[src/rtl/alu_pkg.sv]
// Shared opcode and controller-state definitions for the ALU sharing controller.
package alu_pkg;

   localparam logic [2:0] OP_CLR  = 3'd0;
   localparam logic [2:0] OP_PASS = 3'd1;
   localparam logic [2:0] OP_ADD  = 3'd2;
   localparam logic [2:0] OP_SUB  = 3'd3;
   localparam logic [2:0] OP_MUL  = 3'd4;
   localparam logic [2:0] OP_INC  = 3'd5;
   localparam logic [2:0] OP_IDLE = 3'd6;
   localparam logic [2:0] OP_RSVD = 3'd7;

   typedef enum logic [1:0] {
      ST_IDLE = 2'd0,
      ST_EXEC = 2'd1,
      ST_RESP = 2'd2
   } state_e;

   // idle and reserved opcodes never produce a meaningful ALU result
   function automatic logic op_yields_zero(input logic [2:0] op);
      return (op == OP_IDLE) || (op == OP_RSVD);
   endfunction

endpackage

[src/rtl/rr_arbiter.sv]
// Combinational round-robin arbiter: grants the first active request at or after ptr.
module rr_arbiter #(
   parameter int N  = 4,
   parameter int PW = 2
) (
   input  logic [N-1:0]  req,
   input  logic [PW-1:0] ptr,
   output logic [N-1:0]  gnt,
   output logic [PW-1:0] gnt_idx,
   output logic          any
);

   int            w_idx;
   logic [PW-1:0] w_sel;

   // scan from ptr with wrap-around, first hit wins
   always_comb begin
      gnt     = '0;
      gnt_idx = '0;
      any     = 1'b0;
      w_idx   = 0;
      w_sel   = '0;
      for (int k = 0; k < N; k++) begin
         w_idx = int'(ptr) + k;
         if (w_idx >= N) begin
            w_idx = w_idx - N;
         end else begin
            w_idx = w_idx;
         end
         w_sel = PW'(w_idx);
         if (!any && req[w_sel]) begin
            any        = 1'b1;
            gnt[w_sel] = 1'b1;
            gnt_idx    = w_sel;
         end else begin
            any = any;
         end
      end
   end

endmodule

[src/rtl/alu_share_ctrl.sv]
// Time-shares one combinational ALU between N_REQ requesters with round-robin
// arbitration, registered ALU drive and a one-cycle response strobe.
module alu_share_ctrl
   import alu_pkg::*;
#(
   parameter int WIDTH   = 12,
   parameter int N_REQ   = 4,
   parameter int MUL_LAT = 2
) (
   input  logic                   clk,
   input  logic                   rst,
   input  logic [N_REQ-1:0]       req_valid,
   output logic [N_REQ-1:0]       req_ready,
   input  logic [N_REQ*WIDTH-1:0] req_a,
   input  logic [N_REQ*WIDTH-1:0] req_b,
   input  logic [N_REQ*3-1:0]     req_op,
   output logic [N_REQ-1:0]       resp_valid,
   output logic [WIDTH-1:0]       resp_data,
   output logic                   busy,
   output logic [WIDTH-1:0]       alu_a,
   output logic [WIDTH-1:0]       alu_b,
   output logic [2:0]             alu_selectOp,
   input  logic [WIDTH-1:0]       alu_dataOut
);

   localparam int GW = (N_REQ > 1) ? $clog2(N_REQ) : 1;
   localparam int CW = 3;

   state_e           r_state;
   state_e           w_next_state;
   logic [GW-1:0]    r_rr_ptr;
   logic [GW-1:0]    r_gnt;
   logic [CW-1:0]    r_cnt;
   logic [WIDTH-1:0] r_alu_a;
   logic [WIDTH-1:0] r_alu_b;
   logic [2:0]       r_alu_op;
   logic [N_REQ-1:0] r_resp_valid;
   logic [WIDTH-1:0] r_resp_data;

   logic [N_REQ-1:0] w_arb_gnt;
   logic [GW-1:0]    w_arb_idx;
   logic             w_arb_any;
   logic [WIDTH-1:0] w_sel_a;
   logic [WIDTH-1:0] w_sel_b;
   logic [2:0]       w_sel_op;
   logic             w_exec_last;

   rr_arbiter #(
      .N  (N_REQ),
      .PW (GW)
   ) u_arb (
      .req     (req_valid),
      .ptr     (r_rr_ptr),
      .gnt     (w_arb_gnt),
      .gnt_idx (w_arb_idx),
      .any     (w_arb_any)
   );

   assign w_exec_last = (r_cnt == CW'(0));

   // operand/opcode mux for the requester the arbiter currently selects
   always_comb begin
      w_sel_a  = '0;
      w_sel_b  = '0;
      w_sel_op = OP_IDLE;
      for (int i = 0; i < N_REQ; i++) begin
         if (GW'(i) == w_arb_idx) begin
            w_sel_a  = req_a[i*WIDTH +: WIDTH];
            w_sel_b  = req_b[i*WIDTH +: WIDTH];
            w_sel_op = req_op[i*3 +: 3];
         end else begin
            w_sel_op = w_sel_op;
         end
      end
   end

   // state register
   always_ff @(posedge clk) begin
      if (rst) begin
         r_state <= ST_IDLE;
      end else begin
         r_state <= w_next_state;
      end
   end

   // next-state logic
   always_comb begin
      w_next_state = ST_IDLE;
      case (r_state)
         ST_IDLE: begin
            if (w_arb_any) begin
               w_next_state = ST_EXEC;
            end else begin
               w_next_state = ST_IDLE;
            end
         end
         ST_EXEC: begin
            if (w_exec_last) begin
               w_next_state = ST_RESP;
            end else begin
               w_next_state = ST_EXEC;
            end
         end
         ST_RESP: w_next_state = ST_IDLE;
         default: w_next_state = ST_IDLE;
      endcase
   end

   // grant and busy outputs; grants are only offered while idle
   always_comb begin
      req_ready = '0;
      busy      = 1'b0;
      if (r_state == ST_IDLE) begin
         req_ready = w_arb_gnt;
         busy      = 1'b0;
      end else begin
         req_ready = '0;
         busy      = 1'b1;
      end
   end

   // datapath: latch at grant, capture on last EXEC cycle, release in RESP
   always_ff @(posedge clk) begin
      if (rst) begin
         r_rr_ptr     <= '0;
         r_gnt        <= '0;
         r_cnt        <= '0;
         r_alu_a      <= '0;
         r_alu_b      <= '0;
         r_alu_op     <= OP_IDLE;
         r_resp_valid <= '0;
         r_resp_data  <= '0;
      end else begin
         case (r_state)
            ST_IDLE: begin
               r_resp_valid <= '0;
               if (w_arb_any) begin
                  r_gnt    <= w_arb_idx;
                  r_alu_a  <= w_sel_a;
                  r_alu_b  <= w_sel_b;
                  r_alu_op <= w_sel_op;
                  r_cnt    <= (w_sel_op == OP_MUL) ? CW'(MUL_LAT - 1) : CW'(0);
               end else begin
                  r_gnt <= r_gnt;
               end
            end
            ST_EXEC: begin
               if (w_exec_last) begin
                  r_resp_data  <= op_yields_zero(r_alu_op) ? '0 : alu_dataOut;
                  r_resp_valid <= N_REQ'(1) << r_gnt;
                  r_alu_a      <= '0;
                  r_alu_b      <= '0;
                  r_alu_op     <= OP_IDLE;
               end else begin
                  r_cnt <= r_cnt - CW'(1);
               end
            end
            ST_RESP: begin
               r_resp_valid <= '0;
               r_rr_ptr     <= (r_gnt == GW'(N_REQ - 1)) ? GW'(0) : r_gnt + GW'(1);
            end
            default: begin
               r_resp_valid <= '0;
            end
         endcase
      end
   end

   assign alu_a        = r_alu_a;
   assign alu_b        = r_alu_b;
   assign alu_selectOp = r_alu_op;
   assign resp_valid   = r_resp_valid;
   assign resp_data    = r_resp_data;

endmodule

[config.mk]
export PLATFORM = sky130hd
export DESIGN_NAME = alu_share_ctrl
export DESIGN_NICKNAME = d
export VERILOG_FILES = /design/src/rtl/alu_pkg.sv /design/src/rtl/rr_arbiter.sv /design/src/rtl/alu_share_ctrl.sv
export SDC_FILE = /design/constraint.sdc
export NUM_CORES = 1
export LEC_CHECK = 0
export ABC_AREA = 1
export CAP_MARGIN = 20
export CORE_MARGIN = 1
export CORE_UTILIZATION = 40
export DETAILED_ROUTE_END_ITERATION = 12
export GPL_ROUTABILITY_DRIVEN = 0
export GPL_TIMING_DRIVEN = 0
export PLACE_DENSITY = 0.81
export SYNTH_ARGS = -nofsm -noshare
export SYNTH_HDL_FRONTEND = slang
export SYNTH_HIERARCHICAL = 1
export SYNTH_SLANG_ARGS = --single-unit
[constraint.sdc]
create_clock -name clk -period 2.97 [get_ports clk]
set_input_delay 0.594 -clock clk [delete_from_list [all_inputs] [get_ports clk]]
set_output_delay 0.594 -clock clk [all_outputs]
set_load 0.01 [all_outputs]
==> results.cfg <==
[run_status]
status = completed

[layout]
num_antenna_cells = 0
final_nets = 810
final_common_cell = clkdlybuf4s50_1
final_cell_count_no_fill = 779
final_cell_mix = clkdlybuf4s50_1, nand2_1, nand3_1, dfxtp_1, a21oi_1
multi_input_area_um2 = 2010
finalInstanceArea_um2 = 5370
syn_to_final_growth_pct = 60.1
sequential_cell_area_um2 = 1050
drive_gt1_frac = 0.132
fillCellCount = 710

[power_and_ir_drop]
p_per_area_nw_per_um2 = 905
leakage_nw = 2.21
ir_worst_vdd_v = 0.000562

[sta]
period_minus_slack_ns = 2.87
fmax_mhz = 349
setup_viol = 0
worstMarginPinSlew_ns = 0.596
post-route-period-util = 0.965
relSlewSlack = 0.603
fin_skew_ns = 0.0101
hold_violations = 0
slew_viol_final = 0
fin_tns_setup_ns = 0

[global_route]
antenna_found_initial = 0
grt_pass1_vias = 3764
grt_pass1_wl_um = 17100
grt_max_degree = 19
track_usage = 0.248
grt-ovfl-total = 0

[floorplanning]
start_util = 0.410
core_um2 = 8180
num_io_pins = 174
die-area_um2 = 8750
num_rows = 33
die_y_um = 93.5
die-width_um = 93.5

[hold_path]
min_path_type = flip-flop to flip-flop
hold_start = resp_valid[3]

[critical_path]
worstSetupStartpointType = input port
endpoint_kind = output port
critical_path_class = input port to output port
cp.arrival_ns = 2.27
crit_fanout = 10
cp-startpoint = req_valid[1]
timing.rr.start = r_rr_ptr[1]
reg2reg_slack_ns = 0.16
crit_required_ns = 2.38

[yosys]
synthArstFlopShare = 0
syn_avg_cell_area_um2 = 6.85
ys.flop_type = dfxtp_1
synth_warnings = 6
synth_area_um2 = 3350
synth-seq-area-share = 0.311
syn_nets = 626
synth_edf_count = 0
ys_types = 37
synth_seq_cells = 52
synthCells = 489

[drt]
antenna_left = 0
viasPerCell = 5.02
drt-initial-drc-count = 140
first_pass_iters = 4
drcViolationCount = 0
wirelength_um = 10900
vias = 3912
routedWlPerCell_um = 13.9

[place]
dp_hpwl_um = 8780
port_buffers = 172
placed_area_um2 = 5200
place_inst = 766

[cts]
worstSkewPairLatency_ns = 0.32
cts-root-buf = clkbuf_8
tritoncts = yes
cts.clk_slew.worst_paths_ns = 0.10
clock_path_buffers = 2
hold_buffers = 0
numCtsBuffers = 5
cts.sinks = 52
h-tree-depth = 2

[run]
maxCapViolCount = 0
==> path summary, 6_finish.rpt <==
kind	endpoint	depth (start not counted)
max reg2reg	alu_b[1]	15
min	resp_valid[3]	2
max	req_ready[3]	12
min reg2reg	resp_valid[3]	2
==> per-layer routing <==
layer	wire length (um)	share of wire	global-route usage
met5	0	0	0
met4	253	0.023	0.0821
met3	610	0.056	0.0537
met2	5750	0.53	0.468
met1	4240	0.39	0.272
==> critical path, cell delays in order <==
cell and delay (ns):
clkdlybuf4s50_1 0.44, inv_1 0.06, nand2_1 0.09, nand3_4 0.14, nand2_4 0.08, nor2_4 0.15
buf_6 0.15, nand4_1 0.09, nand3_1 0.09, inv_1 0.04, nor2_1 0.08, dlygate4sd2_1 0.27
==> final cells by class <==
cell class,count,share of cell area
timing repair buffer,177,0.326
multi-input combinational,370,0.375
tap,105,0.0245
inverter,42,0.0324
buffer,25,0.0289
clock inverter,3,0.00513
clock buffer,5,0.0128
sequential,52,0.195
==> synthesized netlist by cell type, types with 8 or more instances <==
cell type / number / area (um2)
nand2_2: 19 / 119
a21oi_1: 38 / 190
nor2_1: 32 / 120
inv_1: 32 / 120
dfxtp_1: 52 / 1040
o21ai_0: 28 / 140
nand3_1: 50 / 250
a21oi_2: 8 / 70.1
clkbuf_1: 8 / 30.0
nand2_1: 124 / 465
ha_1: 11 / 138
o211ai_1: 21 / 158
==> registers in the layout (all words and copies together) (netlist names) <==
signal / cells
r_rr_ptr: 2
resp_data: 12
r_state: 2
alu_a: 12
resp_valid: 4
alu_b: 12
alu_selectOp: 3
r_cnt: 3
r_gnt: 2
==> report_power, final <==
group	internal [mW]	switching [mW]	total (mW)
combinational	1.41	1.92	3.33
clock	0.174	0.261	0.435
sequential	0.938	0.151	1.09
total	2.53	2.33	4.85
==> cells by family after synthesis <==
family,Yosys count,synth area share
AND/OR/NAND/NOR,254,0.363
AO/OA/AOI/OAI,105,0.188
buffers and inverters,67,0.0971
flip-flops,52,0.311
adder cells (fa/ha/maj),11,0.0411
==> what timing repair did <==
item,CTS,global route
pin swaps,0,1
setup buffers,0,5
hold endpoints to repair,0,0
resized for setup,11,8
setup endpoints to repair,20,9
gates cloned,0,0
==> per-stage QoR <==
step,setup slack (ns),util,hold slack [ns],power (mW)
floorplan,0.451,-,0.439,3.23
global placement,-0.209,0.637,0.449,4.30
detailed placement,-0.282,0.637,0.456,4.40
CTS,0.0550,0.650,0.470,4.84
global route,-0.00592,0.656,0.486,5.26
finish,0.105,0.656,0.467,4.85
Power figures use the tool's default switching activity.
